==> src/rtl/rst_ctrl_pkg.sv <==
// rst_ctrl_pkg
// Shared definitions for the reset controller slice.
// Contents:
//   state_e                - controller states (SYNC, HOLD, RUN)
//   DEFAULT_SYNC_STAGES    - default synchronizer depth on reset release
//   DEFAULT_HOLD_CYCLES    - default reset stretch length in clk cycles
//   cnt_width()            - width of the stretch counter for a given hold length
package rst_ctrl_pkg;

  typedef enum logic [1:0] {
    ST_SYNC = 2'd0,
    ST_HOLD = 2'd1,
    ST_RUN  = 2'd2
  } state_e;

  localparam int DEFAULT_SYNC_STAGES = 2;
  localparam int DEFAULT_HOLD_CYCLES = 16;

  // The counter only ever needs to reach hold-1, so clog2(hold) bits suffice;
  // a hold of 1 would give zero bits, so keep at least one.
  function automatic int cnt_width(input int hold);
    return (hold <= 1) ? 1 : $clog2(hold);
  endfunction

endpackage

==> src/rtl/rst_sync_chain.sv <==
// rst_sync_chain
// Reset-release synchronizer: a chain of STAGES flops whose input is tied
// to 1. All stages clear asynchronously on rst and a 1 walks in one stage
// per clock edge after rst is released.
// Ports:
//   clk  - rising-edge clock
//   rst  - asynchronous active-high reset, clears every stage
//   q    - last stage of the chain (1 once release has propagated through)
module rst_sync_chain
  import rst_ctrl_pkg::*;
#(
  parameter int STAGES = DEFAULT_SYNC_STAGES
) (
  input  logic clk,
  input  logic rst,
  output logic q
);

  logic [STAGES-1:0] chain_q;
  logic [STAGES-1:0] chain_d;

  // Shift a constant 1 in at the bottom of the chain.
  always_comb begin
    chain_d = {chain_q[STAGES-2:0], 1'b1};
  end

  always_ff @(posedge clk or posedge rst) begin
    if (rst) begin
      chain_q <= '0;
    end else begin
      chain_q <= chain_d;
    end
  end

  assign q = chain_q[STAGES-1];

endmodule

==> src/rtl/rst_ctrl.sv <==
// rst_ctrl
// Reset controller: synchronizes release of the external reset, stretches
// the downstream reset for HOLD_CYCLES clocks, and accepts software reset
// requests once running.
// Ports:
//   clk         - single rising-edge clock
//   rst         - asynchronous active-high reset (the only reset of this block)
//   sw_rst_req  - synchronous active-high software reset request
//   rst_n_out   - downstream active-low reset, async assert / sync deassert
//   rst_out     - downstream active-high reset, always ~rst_n_out
//   rst_done    - one-cycle pulse after the reset release completes
//   busy        - high whenever the controller is not in RUN
module rst_ctrl
  import rst_ctrl_pkg::*;
#(
  parameter int SYNC_STAGES = DEFAULT_SYNC_STAGES,
  parameter int HOLD_CYCLES = DEFAULT_HOLD_CYCLES
) (
  input  logic clk,
  input  logic rst,
  input  logic sw_rst_req,
  output logic rst_n_out,
  output logic rst_out,
  output logic rst_done,
  output logic busy
);

  localparam int CW = cnt_width(HOLD_CYCLES);
  localparam logic [CW-1:0] CNT_LAST = CW'(HOLD_CYCLES - 1);

  logic sync_done;

  state_e        state_q, state_d;
  logic [CW-1:0] cnt_q, cnt_d;
  logic          rst_n_q, rst_n_d;
  logic          done_q, done_d;

  rst_sync_chain #(
    .STAGES (SYNC_STAGES)
  ) u_sync (
    .clk (clk),
    .rst (rst),
    .q   (sync_done)
  );

  // Next-state logic. rst_n_d is decided alongside the state so that the
  // output flop rises on exactly the HOLD->RUN edge and falls on the edge
  // a software request is accepted; it is never decoded from state.
  always_comb begin
    state_d = state_q;
    cnt_d   = cnt_q;
    rst_n_d = rst_n_q;
    done_d  = 1'b0;
    case (state_q)
      ST_SYNC: begin
        rst_n_d = 1'b0;
        cnt_d   = '0;
        if (sync_done) begin
          state_d = ST_HOLD;
        end
      end
      ST_HOLD: begin
        rst_n_d = 1'b0;
        // A fresh request restarts the stretch, even on the final count.
        if (sw_rst_req) begin
          cnt_d = '0;
        end else if (cnt_q == CNT_LAST) begin
          state_d = ST_RUN;
          cnt_d   = '0;
          rst_n_d = 1'b1;
          done_d  = 1'b1;
        end else begin
          cnt_d = cnt_q + CW'(1);
        end
      end
      ST_RUN: begin
        rst_n_d = 1'b1;
        cnt_d   = '0;
        if (sw_rst_req) begin
          state_d = ST_HOLD;
          rst_n_d = 1'b0;
        end
      end
      default: begin
        state_d = ST_SYNC;
        cnt_d   = '0;
        rst_n_d = 1'b0;
      end
    endcase
  end

  always_ff @(posedge clk or posedge rst) begin
    if (rst) begin
      state_q <= ST_SYNC;
      cnt_q   <= '0;
      rst_n_q <= 1'b0;
      done_q  <= 1'b0;
    end else begin
      state_q <= state_d;
      cnt_q   <= cnt_d;
      rst_n_q <= rst_n_d;
      done_q  <= done_d;
    end
  end

  assign rst_n_out = rst_n_q;
  assign rst_out   = ~rst_n_q;
  assign rst_done  = done_q;
  assign busy      = (state_q != ST_RUN);

endmodule

==> config.mk <==
export PLATFORM = sky130hd
export DESIGN_NAME = rst_ctrl
export DESIGN_NICKNAME = d
export VERILOG_FILES = /design/src/rtl/rst_ctrl_pkg.sv /design/src/rtl/rst_sync_chain.sv /design/src/rtl/rst_ctrl.sv
export SDC_FILE = /design/constraint.sdc
export NUM_CORES = 1
export LEC_CHECK = 0
export BUFFER_PORTS_ARGS = -buffer_cell sky130_fd_sc_hd__clkbuf_2
export CORE_AREA = 3 3 40 42
export CTS_BUF_LIST = sky130_fd_sc_hd__clkbuf_8
export CTS_CLUSTER_SIZE = 20
export DETAILED_ROUTE_END_ITERATION = 8
export DIE_AREA = 0 0 43 45
export SLEW_MARGIN = 10
export SYNTH_ARGS = -nofsm -noshare
export SYNTH_HDL_FRONTEND = slang
export SYNTH_SLANG_ARGS = --single-unit
==> constraint.sdc <==
create_clock -name clk -period 1.6 [get_ports clk]
set_input_delay 0.24 -clock clk [delete_from_list [all_inputs] [get_ports clk]]
set_output_delay 0.24 -clock clk [all_outputs]
set_load 0.01 [all_outputs]
==> implementation parameters, run 1 <==
Parameter                              Value

Run status
  Result of the run    completed

STA
  Final TNS setup    0 ps
  Fmax achieved    710 MHz
  Final Hold Fails    0
  Final count of negative-setup-slack endpoints    0
  RSZ-0062 raised after global routing    no
  Final Critical Period    1410 ps
  Hold_ws    206 ps
  Final period util    0.880
  Total count of max-transition violations in the final report    0
  Post-route clock skew    3.75 ps

Placed design
  Detailed Place HPWL    598 um
  Routability cong.    0.720
  Number of buffers inserted by port buffering    6

Cells and area
  Area used by multi-input combinational logic    221 um^2
  Share of layout cells above drive strength 1    0.236
  Number of antenna diodes    0
  Fill count    119
  Syn-to-layout area delta    20.1%
  Register area    250 um^2
  Total number of nets in the final design    65

Global routing
  First-pass GRT wire length    1380 um
  Number of global-route vias before repair    342
  Overall overflow remaining after global route    0
  Largest net degree at the start of global routing    11
  Antenna violations before repair    0
  Total Routing Usage GR    0.101

Clocking
  Maximum root-to-sink buffer count    2
  CTS Buf Count    3
  Count of H-tree levels built during CTS    1
  Clock latency at the later pin of the worst-skew pair    230 ps
  Clock-pin slew of the registers on the worst-case setup and hold paths    50 ps
  TritonCTS sink count    10
  Number of gates resized after CTS    0
  Root Driver    sky130_fd_sc_hd__clkbuf_8
  Clock tree from TritonCTS    done

Power
  Maximum vdd drop    0.520 mV
  P_leak    0.301 nW
  Power density normalized to cell area    1190 nW/um^2

Floorplanning
  Std cell rows    13
  Floorplan core area    1280 um^2
  DIE AREA    1940 um^2
  Die height    45 um
  Die outline width    43 um
  Io pins    7
  Starting Density    0.388

Critical path
  Worst setup slack for register-to-register paths    190 ps
  Kind of end point of the critical path    flip-flop
  Length in cells of the worst reg-to-reg path    5
  WS Path Type    flip-flop to flip-flop
  Launching point of the worst reg2reg path    state_q[0]
  Critical path required time    1760 ps
  Endpoint arrival time on the critical path    1560 ps
  Worst setup path startpoint    state_q[0]
  Nature of the critical path startpoint    flip-flop
  Worst setup path endpoint    state_q[0]
  Reg-to-Reg End    state_q[0]
  Peak fanout along the critical path    4

Synth
  Proportion of register bits with asynchronous set or reset after synthesis    1.00
  Total nets after synthesis    53
  Cell types with the largest area share after synthesis    sky130_fd_sc_hd__dfrtp_1 50%, sky130_fd_sc_hd__ha_1 13%, sky130_fd_sc_hd__inv_1 5.3%
  Leading cell type by number of instances after synthesis    sky130_fd_sc_hd__dfrtp_1
  Synthesis-stage register bit count    10
  Netlist Area Pre-Place    498 um^2
  Post-synthesis sequential area ratio    0.503
  Cell count after synthesis    45
  Warnings, synthesis    0
  Post-synth cell types    21
  Predominant post-synthesis flop cell    sky130_fd_sc_hd__dfrtp_1
  Synth area leader    sky130_fd_sc_hd__dfrtp_1
  Portion of synthesized cell area occupied by the leading cell type    0.503
  Top cells by instance count after synthesis    10 x sky130_fd_sc_hd__dfrtp_1, 7 x sky130_fd_sc_hd__inv_1, 5 x sky130_fd_sc_hd__ha_1, 3 x sky130_fd_sc_hd__a21oi_1, 3 x sky130_fd_sc_hd__nor2_1
  Number of synthesized flops with an enable pin    0
  Average instance area after synthesis    11.1 um^2

Drt
  Total number of vias    335
  Remaining DRCs    0
  Number of routed nets with antenna violations    0
  Wire length reported by the detailed router    759 um
  1st-pass router iterations    4
  Post-detailed-route wirelength per cell    10.8 um
  Number of DRC markers in iteration 0    3
  Ratio of routed vias to standard cells    4.79

Hold path
  Tightest Hold Check Type    primary input to flip-flop
  Start point of the worst min-delay path    sw_rst_req

Run
  Max_cap viols    0
## critical path, stage by stage (launching register included)
cell and delay, ps:
sky130_fd_sc_hd__dfrtp_1 370, sky130_fd_sc_hd__inv_1 80, sky130_fd_sc_hd__ha_1 230, sky130_fd_sc_hd__and2b_2 230, sky130_fd_sc_hd__a211oi_2 220, sky130_fd_sc_hd__mux2i_1 200
## worst min-delay path by stage
stage / endpoint / slack, ps / cells after the start
after floorplan: cnt_q[0] / 80 / 1
after global placement: u_sync.chain_q[0] / 210 / 2
after detailed placement: u_sync.chain_q[0] / 220 / 2
after CTS: rst_n_out / 200 / 2
after global routing: rst_n_out / 220 / 2
final: rst_n_out / 210 / 2
## state kept, by name, summed over array words and instances, names as in the netlist
name and count:
cnt_q 4, state_q 2, u_sync.chain_q 2, rst_done 1, rst_n_out 1
## cell type report
cell class	instances	area share
Inverter	7	0.0439
Tap cell	15	0.0314
Clock buffer	3	0.0690
Sequential cell	10	0.418
Multi-Input combinational cell	28	0.370
Timing Repair Buffer	7	0.0669
## placed cells by master, fill, tap and decap left out, types with 2 or more instances in the layout
cell type | netlist | layout
sky130_fd_sc_hd__a21oi_1 | 3 | 3
sky130_fd_sc_hd__clkbuf_2 | 0 | 6
sky130_fd_sc_hd__clkbuf_8 | 0 | 3
sky130_fd_sc_hd__dfrtp_1 | 10 | 10
sky130_fd_sc_hd__ha_1 | 5 | 5
sky130_fd_sc_hd__inv_1 | 7 | 7
sky130_fd_sc_hd__nor2_1 | 3 | 3
sky130_fd_sc_hd__nor3_1 | 2 | 2
## per-layer routing
layer	wire length [um]	GRT usage	share of wire
met1	376	0.121	0.50
met3	33	0.0359	0.043
met4	6	0.0723	0.0079
met2	342	0.150	0.45
met5	0	0	0
## cells by family (layout without fill, tap and decap cells)
| logic type | count (synthesis) | in the layout | share of synthesized area |
|---|---|---|---|
| DFF | 10 | 10 | 0.503 |
| AOI/OAI and AO/OA | 7 | 7 | 0.100 |
| and+or+nand+nor | 13 | 13 | 0.173 |
| muxes | 1 | 1 | 0.0201 |
| other | 1 | 1 | 0.00753 |
| adders and majority gates | 5 | 5 | 0.126 |
| xor gates and xnor gates | 1 | 1 | 0.0176 |
| buffers and inverters | 7 | 17 | 0.0528 |
## through the flow
stage          setup WS, ps  utilization  power (mW)  std cells  area (um^2)
2_1_floorplan           283            -       0.432         45          498
3_3_place_gp            209        0.426       0.466         66          547
3_5_place_dp            186        0.426       0.468         66          547
4_1_cts                 171        0.465       0.728         70          598
5_1_grt                 102        0.465       0.765         70          598
6_report                191        0.465       0.714         70          598
## report_power, final
group | total (mW) | internal (mW) | switching, mW | leakage, nW
registers | 0.308 | 0.283 | 0.0247 | 0.132
logic | 0.156 | 0.0698 | 0.0860 | 0.147
clock network | 0.250 | 0.164 | 0.0865 | 0.0216
## what timing repair did
action | 4_1_cts | 5_1_grt
setup buffers | 0 | 0
hold buffers | 1 | 0
endpoints found under the hold margin | 10 | 0
(Power assumes the default switching activity.)
==> run 2, diff against run 1 <==
GPL_TIMING_DRIVEN = 0   (was default)
==> implementation parameters, run 2 (synthesis gave the netlist of run 1 again) <==
Parameter                              Value

Global routing
  Largest net degree at the start of global routing    11
  First-pass GRT wire length    1350 um
  Number of global-route vias before repair    324
  Antenna violations before repair    0
  Overall overflow remaining after global route    0
  Total Routing Usage GR    0.102

Power
  Power density normalized to cell area    1190 nW/um^2
  Proportion of power drawn by the clock network    0.356
  Sw power    196 uW
  Pint    517 uW
  P_leak    0.301 nW
  Fraction of power spent switching nets    0.275
  Power after layout    712 uW
  Maximum vdd drop    0.512 mV
  Comb power frac    0.213
  Reg power frac    0.431

Drt
  Total number of vias    338
  1st-pass router iterations    3
  Number of routed nets with antenna violations    0
  Wire length reported by the detailed router    741 um
  Post-detailed-route wirelength per cell    10.6 um
  Number of DRC markers in iteration 0    1
  Remaining DRCs    0
  Ratio of routed vias to standard cells    4.83

Clocking
  Clock tree from TritonCTS    done
  Count of H-tree levels built during CTS    1
  CTS Buf Count    3
  Clock-pin slew of the registers on the worst-case setup and hold paths    50 ps
  Quantity of hold-fixing buffers added after cts    1
  Root Driver    sky130_fd_sc_hd__clkbuf_8
  Number of gates resized after CTS    0
  Maximum root-to-sink buffer count    2
  Post-CTS setup buffer count    0
  Clock latency at the later pin of the worst-skew pair    230 ps
  TritonCTS sink count    10

Critical path
  CP bufs+invs    1
  WS Path Type    flip-flop to flip-flop
  Peak fanout along the critical path    4
  Endpoint arrival time on the critical path    1570 ps
  CP top delay family    flip-flops
  Critical path required time    1760 ps
  Kind of end point of the critical path    flip-flop
  Critical-path top delay cell    sky130_fd_sc_hd__dfrtp_1
  Cell-by-cell trace of the critical path    inv_1, ha_1, and2b_2, a211oi_2, mux2i_1
  Nature of the critical path startpoint    flip-flop
  Stage delay of the slowest cell on the critical path    360 ps

Floorplanning
  Die outline width    43 um
  Floorplan core area    1280 um^2
  Die height    45 um
  DIE AREA    1940 um^2
  Starting Density    0.388
  Io pins    7
  Std cell rows    13

Cells and area
  Top reg by flops    cnt_q
  Total number of nets in the final design    65
  Most frequent cells in the layout    10 x sky130_fd_sc_hd__dfrtp_1, 7 x sky130_fd_sc_hd__inv_1, 6 x sky130_fd_sc_hd__clkbuf_2
  Most frequent standard cell in the layout excluding fill and tap cells    sky130_fd_sc_hd__dfrtp_1
  Number of antenna diodes    0
  Number of flip-flops in the largest register    4
  Share of layout cells above drive strength 1    0.236
  Syn-to-layout area delta    20.1%
  Fill count    130
  Largest regs    cnt_q (4), state_q (2), u_sync.chain_q (2)

Run
  Max_cap viols    0

STA
  Final count of negative-setup-slack endpoints    0
  Final TNS setup    0 ps
  Post-route clock skew    4.34 ps
  Final Critical Period    1420 ps
  Fmax achieved    706 MHz
  Final worst setup slack    184 ps
  RSZ-0062 raised after global routing    no
  Total count of max-transition violations in the final report    0
  Final period util    0.885
  Final Hold Fails    0

Hold path
  Tightest Hold Check Type    primary input to flip-flop

Placed design
  Detailed Place HPWL    574 um
  Post-Place Worst Slack    182 ps
  Number of buffers inserted by port buffering    6
  Routability cong.    0.724

Run status
  Result of the run    completed
## run 2: path summary, 6_finish.rpt
path	from	to	slack, ps	cells past startpoint
worst max-delay path	state_q[0]	state_q[0]	180	5
worst min-delay path	sw_rst_req	rst_n_out	200	2
worst max register to register	state_q[0]	state_q[0]	180	5
worst min register to register	u_sync.chain_q[0]	u_sync.chain_q[1]	350	0
max in group asynchronous	rst	cnt_q[1]	810	3
min in group asynchronous	rst	state_q[0]	510	3
## run 2: cell type report
cell class,count,area [um^2],share of cell area
Sequential cell,10,250,0.418
Multi-Input combinational cell,28,221,0.370
Clock buffer,3,41.3,0.0690
Timing Repair Buffer,7,40.0,0.0669
Inverter,7,26.3,0.0439
Tap cell,15,18.8,0.0314
## run 2: power by group through the flow
stage	logic, mW	clock network (mW)	registers, mW
finish	0.151	0.254	0.307
global route	0.176	0.274	0.312
CTS	0.156	0.268	0.308
detailed placement	0.152	0	0.313
global placement	0.153	0	0.311
floorplan	0.125	0	0.306
## run 2: metrics by stage
step           hold slack, ps  utilization  cell area [um^2]  cells
2_1_floorplan            80.2            -               498     45
3_3_place_gp              213        0.426               547     66
3_5_place_dp              225        0.426               547     66
4_1_cts                   194        0.465               598     70
5_1_grt                   216        0.465               598     70
6_report                  202        0.465               598     70
## run 2: per-layer routing
layer / wire length [um] / track usage
met1: 358 / 0.123
met2: 319 / 0.144
met3: 35 / 0.0359
met4: 28 / 0.0904
met5: 0 / 0
==> run 3, diff against run 2 <==
SYNTH_HIERARCHICAL = 1   (was default)
==> implementation parameters, run 3 <==
Parameter                              Value

Cells and area
  Fill count    114
  Cell Count, Final, Fillers Out    71
  Syn-to-layout area delta    22.7%
  Total number of nets in the final design    65
  Top reg by flops    cnt_q
  Register area    250 um^2
  Share of layout cells above drive strength 1    0.268
  Most frequent cells in the layout    10 x sky130_fd_sc_hd__dfrtp_1, 8 x sky130_fd_sc_hd__inv_1, 6 x sky130_fd_sc_hd__clkbuf_2
  Number of flip-flops in the largest register    4
  Most frequent standard cell in the layout excluding fill and tap cells    sky130_fd_sc_hd__dfrtp_1
  Number of antenna diodes    0
  Area used by multi-input combinational logic    221 um^2
  Largest regs    cnt_q (4), state_q (2), u_sync/chain_q (2)

Drt
  Post-detailed-route wirelength per cell    11.6 um
  1st-pass router iterations    4
  Total number of vias    344
  Wire length reported by the detailed router    822 um
  Number of DRC markers in iteration 0    4
  Ratio of routed vias to standard cells    4.85
  Number of routed nets with antenna violations    0
  Remaining DRCs    0

Clocking
  Number of gates resized after CTS    0
  Maximum root-to-sink buffer count    2
  Clock-pin slew of the registers on the worst-case setup and hold paths    50 ps
  TritonCTS sink count    10
  CTS Buf Count    3
  Root Driver    sky130_fd_sc_hd__clkbuf_8
  Count of H-tree levels built during CTS    1
  Clock tree from TritonCTS    done
  Clock latency at the later pin of the worst-skew pair    240 ps
  Post-CTS setup buffer count    0

Synth
  Synth area leader    sky130_fd_sc_hd__dfrtp_1
  Proportion of register bits with asynchronous set or reset after synthesis    1.00
  Total nets after synthesis    53
  Portion of synthesized cell area occupied by the leading cell type    0.499
  Number of synthesized flops with an enable pin    0
  Warnings, synthesis    6
  Post-synth cell types    20
  Top cells by instance count after synthesis    10 x sky130_fd_sc_hd__dfrtp_1, 8 x sky130_fd_sc_hd__inv_1, 5 x sky130_fd_sc_hd__ha_1, 3 x sky130_fd_sc_hd__a21oi_1
  Average instance area after synthesis    11.1 um^2
  Netlist Area Pre-Place    502 um^2
  Post-synthesis sequential area ratio    0.499
  Cell count after synthesis    45
  Cell types with the largest area share after synthesis    sky130_fd_sc_hd__dfrtp_1 50%, sky130_fd_sc_hd__ha_1 12%, sky130_fd_sc_hd__inv_1 6.0%
  Synthesis-stage register bit count    10
  Predominant post-synthesis flop cell    sky130_fd_sc_hd__dfrtp_1
  Leading cell type by number of instances after synthesis    sky130_fd_sc_hd__dfrtp_1

Critical path
  Kind of end point of the critical path    flip-flop
  Reg-to-Reg End    state_q[0]
  Peak fanout along the critical path    4
  WS Path Type    flip-flop to flip-flop
  CP bufs+invs    1
  Critical-path top delay cell    sky130_fd_sc_hd__dfrtp_1
  Launching point of the worst reg2reg path    state_q[1]
  Nature of the critical path startpoint    flip-flop
  Stage delay of the slowest cell on the critical path    390 ps
  Critical path required time    1760 ps
  Worst setup slack for register-to-register paths    200 ps
  CP top delay family    flip-flops
  Endpoint arrival time on the critical path    1550 ps
  Cell-by-cell trace of the critical path    inv_1, ha_1, and2b_2, a211oi_2, mux2i_1
  Length in cells of the worst reg-to-reg path    5

Power
  Pint    570 uW
  Sw power    213 uW
  Maximum vdd drop    0.839 mV
  P_leak    0.327 nW
  Comb power frac    0.202
  Fraction of power spent switching nets    0.272
  Proportion of power drawn by the clock network    0.406
  Reg power frac    0.393
  Power density normalized to cell area    1270 nW/um^2
  Power after layout    783 uW

Hold path
  End point of the worst hold path    rst_n_out
  Number of stages on the worst hold path    2
  Tightest Hold Check Type    primary input to flip-flop
  Start point of the worst min-delay path    sw_rst_req

STA
  Fmax achieved    717 MHz
  Final Hold Fails    0
  RSZ-0062 raised after global routing    no
  Final count of negative-setup-slack endpoints    0
  Final TNS setup    0 ps
  Hold_ws    197 ps
  Post-route clock skew    0.786 ps
  Final Critical Period    1400 ps
  Final period util    0.872
  Total count of max-transition violations in the final report    0

Floorplanning
  Die outline width    43 um
  Floorplan core area    1280 um^2
  Io pins    7
  Starting Density    0.390
  Die height    45 um
  DIE AREA    1940 um^2
  Std cell rows    13

Global routing
  Overall overflow remaining after global route    0
  Antenna violations before repair    0
  First-pass GRT wire length    1370 um
  Total Routing Usage GR    0.107
  Largest net degree at the start of global routing    9
  Number of global-route vias before repair    344

Placed design
  Number of buffers inserted by port buffering    6
  Routability cong.    0.759
  Placed insts    66
  Detailed Place HPWL    640 um

Run
  Max_cap viols    0

Run status
  Result of the run    completed
## run 3: metrics by stage
stage	utilization	instance area (um^2)	setup WS [ps]
after floorplan	-	502	317
after global placement	0.428	551	220
after detailed placement	0.428	551	191
after CTS	0.479	616	181
after global routing	0.479	616	106
final	0.479	616	205
## run 3: cell type report
| class | instances | area share |
|---|---|---|
| well taps | 15 | 0.0305 |
| inverters | 8 | 0.0488 |
| clock buffers | 4 | 0.0894 |
| repair buffers | 7 | 0.0650 |
| flip-flops and latches | 10 | 0.407 |
| multi-input cells | 27 | 0.360 |
## run 3: repair_timing
action | in CTS | in global routing
hold buffers | 1 | 0
setup endpoints to repair | 0 | 0
hold endpoints to repair | 10 | 0
## run 3: power by group through the flow
stage	combinational, mW	clock (mW)	sequential [mW]
after global placement	0.155	0	0.311
after global routing	0.182	0.339	0.311
after detailed placement	0.159	0	0.312
final	0.158	0.318	0.307
after CTS	0.161	0.319	0.308
after floorplan	0.123	0	0.306
## run 3: worst reg2reg max path, stage by stage (launching register included)
cell	delay [ps]
sky130_fd_sc_hd__dfrtp_1	390
sky130_fd_sc_hd__inv_1	80
sky130_fd_sc_hd__ha_1	190
sky130_fd_sc_hd__and2b_2	220
sky130_fd_sc_hd__a211oi_2	240
sky130_fd_sc_hd__mux2i_1	210
## run 3: worst max path at each step
| stage | endpoint | start | slack [ps] | cells after the start |
|---|---|---|---|---|
| floorplan | state_q[0] | state_q[0] | 320 | 5 |
| global placement | state_q[0] | state_q[1] | 220 | 5 |
| detailed placement | state_q[0] | state_q[1] | 190 | 5 |
| CTS | state_q[0] | state_q[1] | 180 | 5 |
| global route | state_q[0] | state_q[1] | 110 | 5 |
| finish | state_q[0] | state_q[1] | 200 | 5 |
## run 3: cells by family (layout without fill, tap and decap cells)
kind of cell / count (synthesis) / in the layout / share of synthesized area
AND/OR/NAND/NOR: 12 / 12 / 0.172
flip-flops: 10 / 10 / 0.499
buffers and inverters: 8 / 19 / 0.0599
AO/OA/AOI/OAI: 7 / 7 / 0.0997
adder cells (fa/ha/maj): 5 / 5 / 0.125
other: 1 / 1 / 0.00747
XOR/XNOR: 1 / 1 / 0.0175
multiplexers: 1 / 1 / 0.0200
## run 3: metal layers
layer | global-route usage | vias up | routed length, um
li1 | - | 170 | -
met1 | 0.102 | 158 | 355
met2 | 0.168 | 12 | 382
met3 | 0.0717 | 4 | 62
met4 | 0.0723 | 0 | 21
met5 | 0 | - | 0
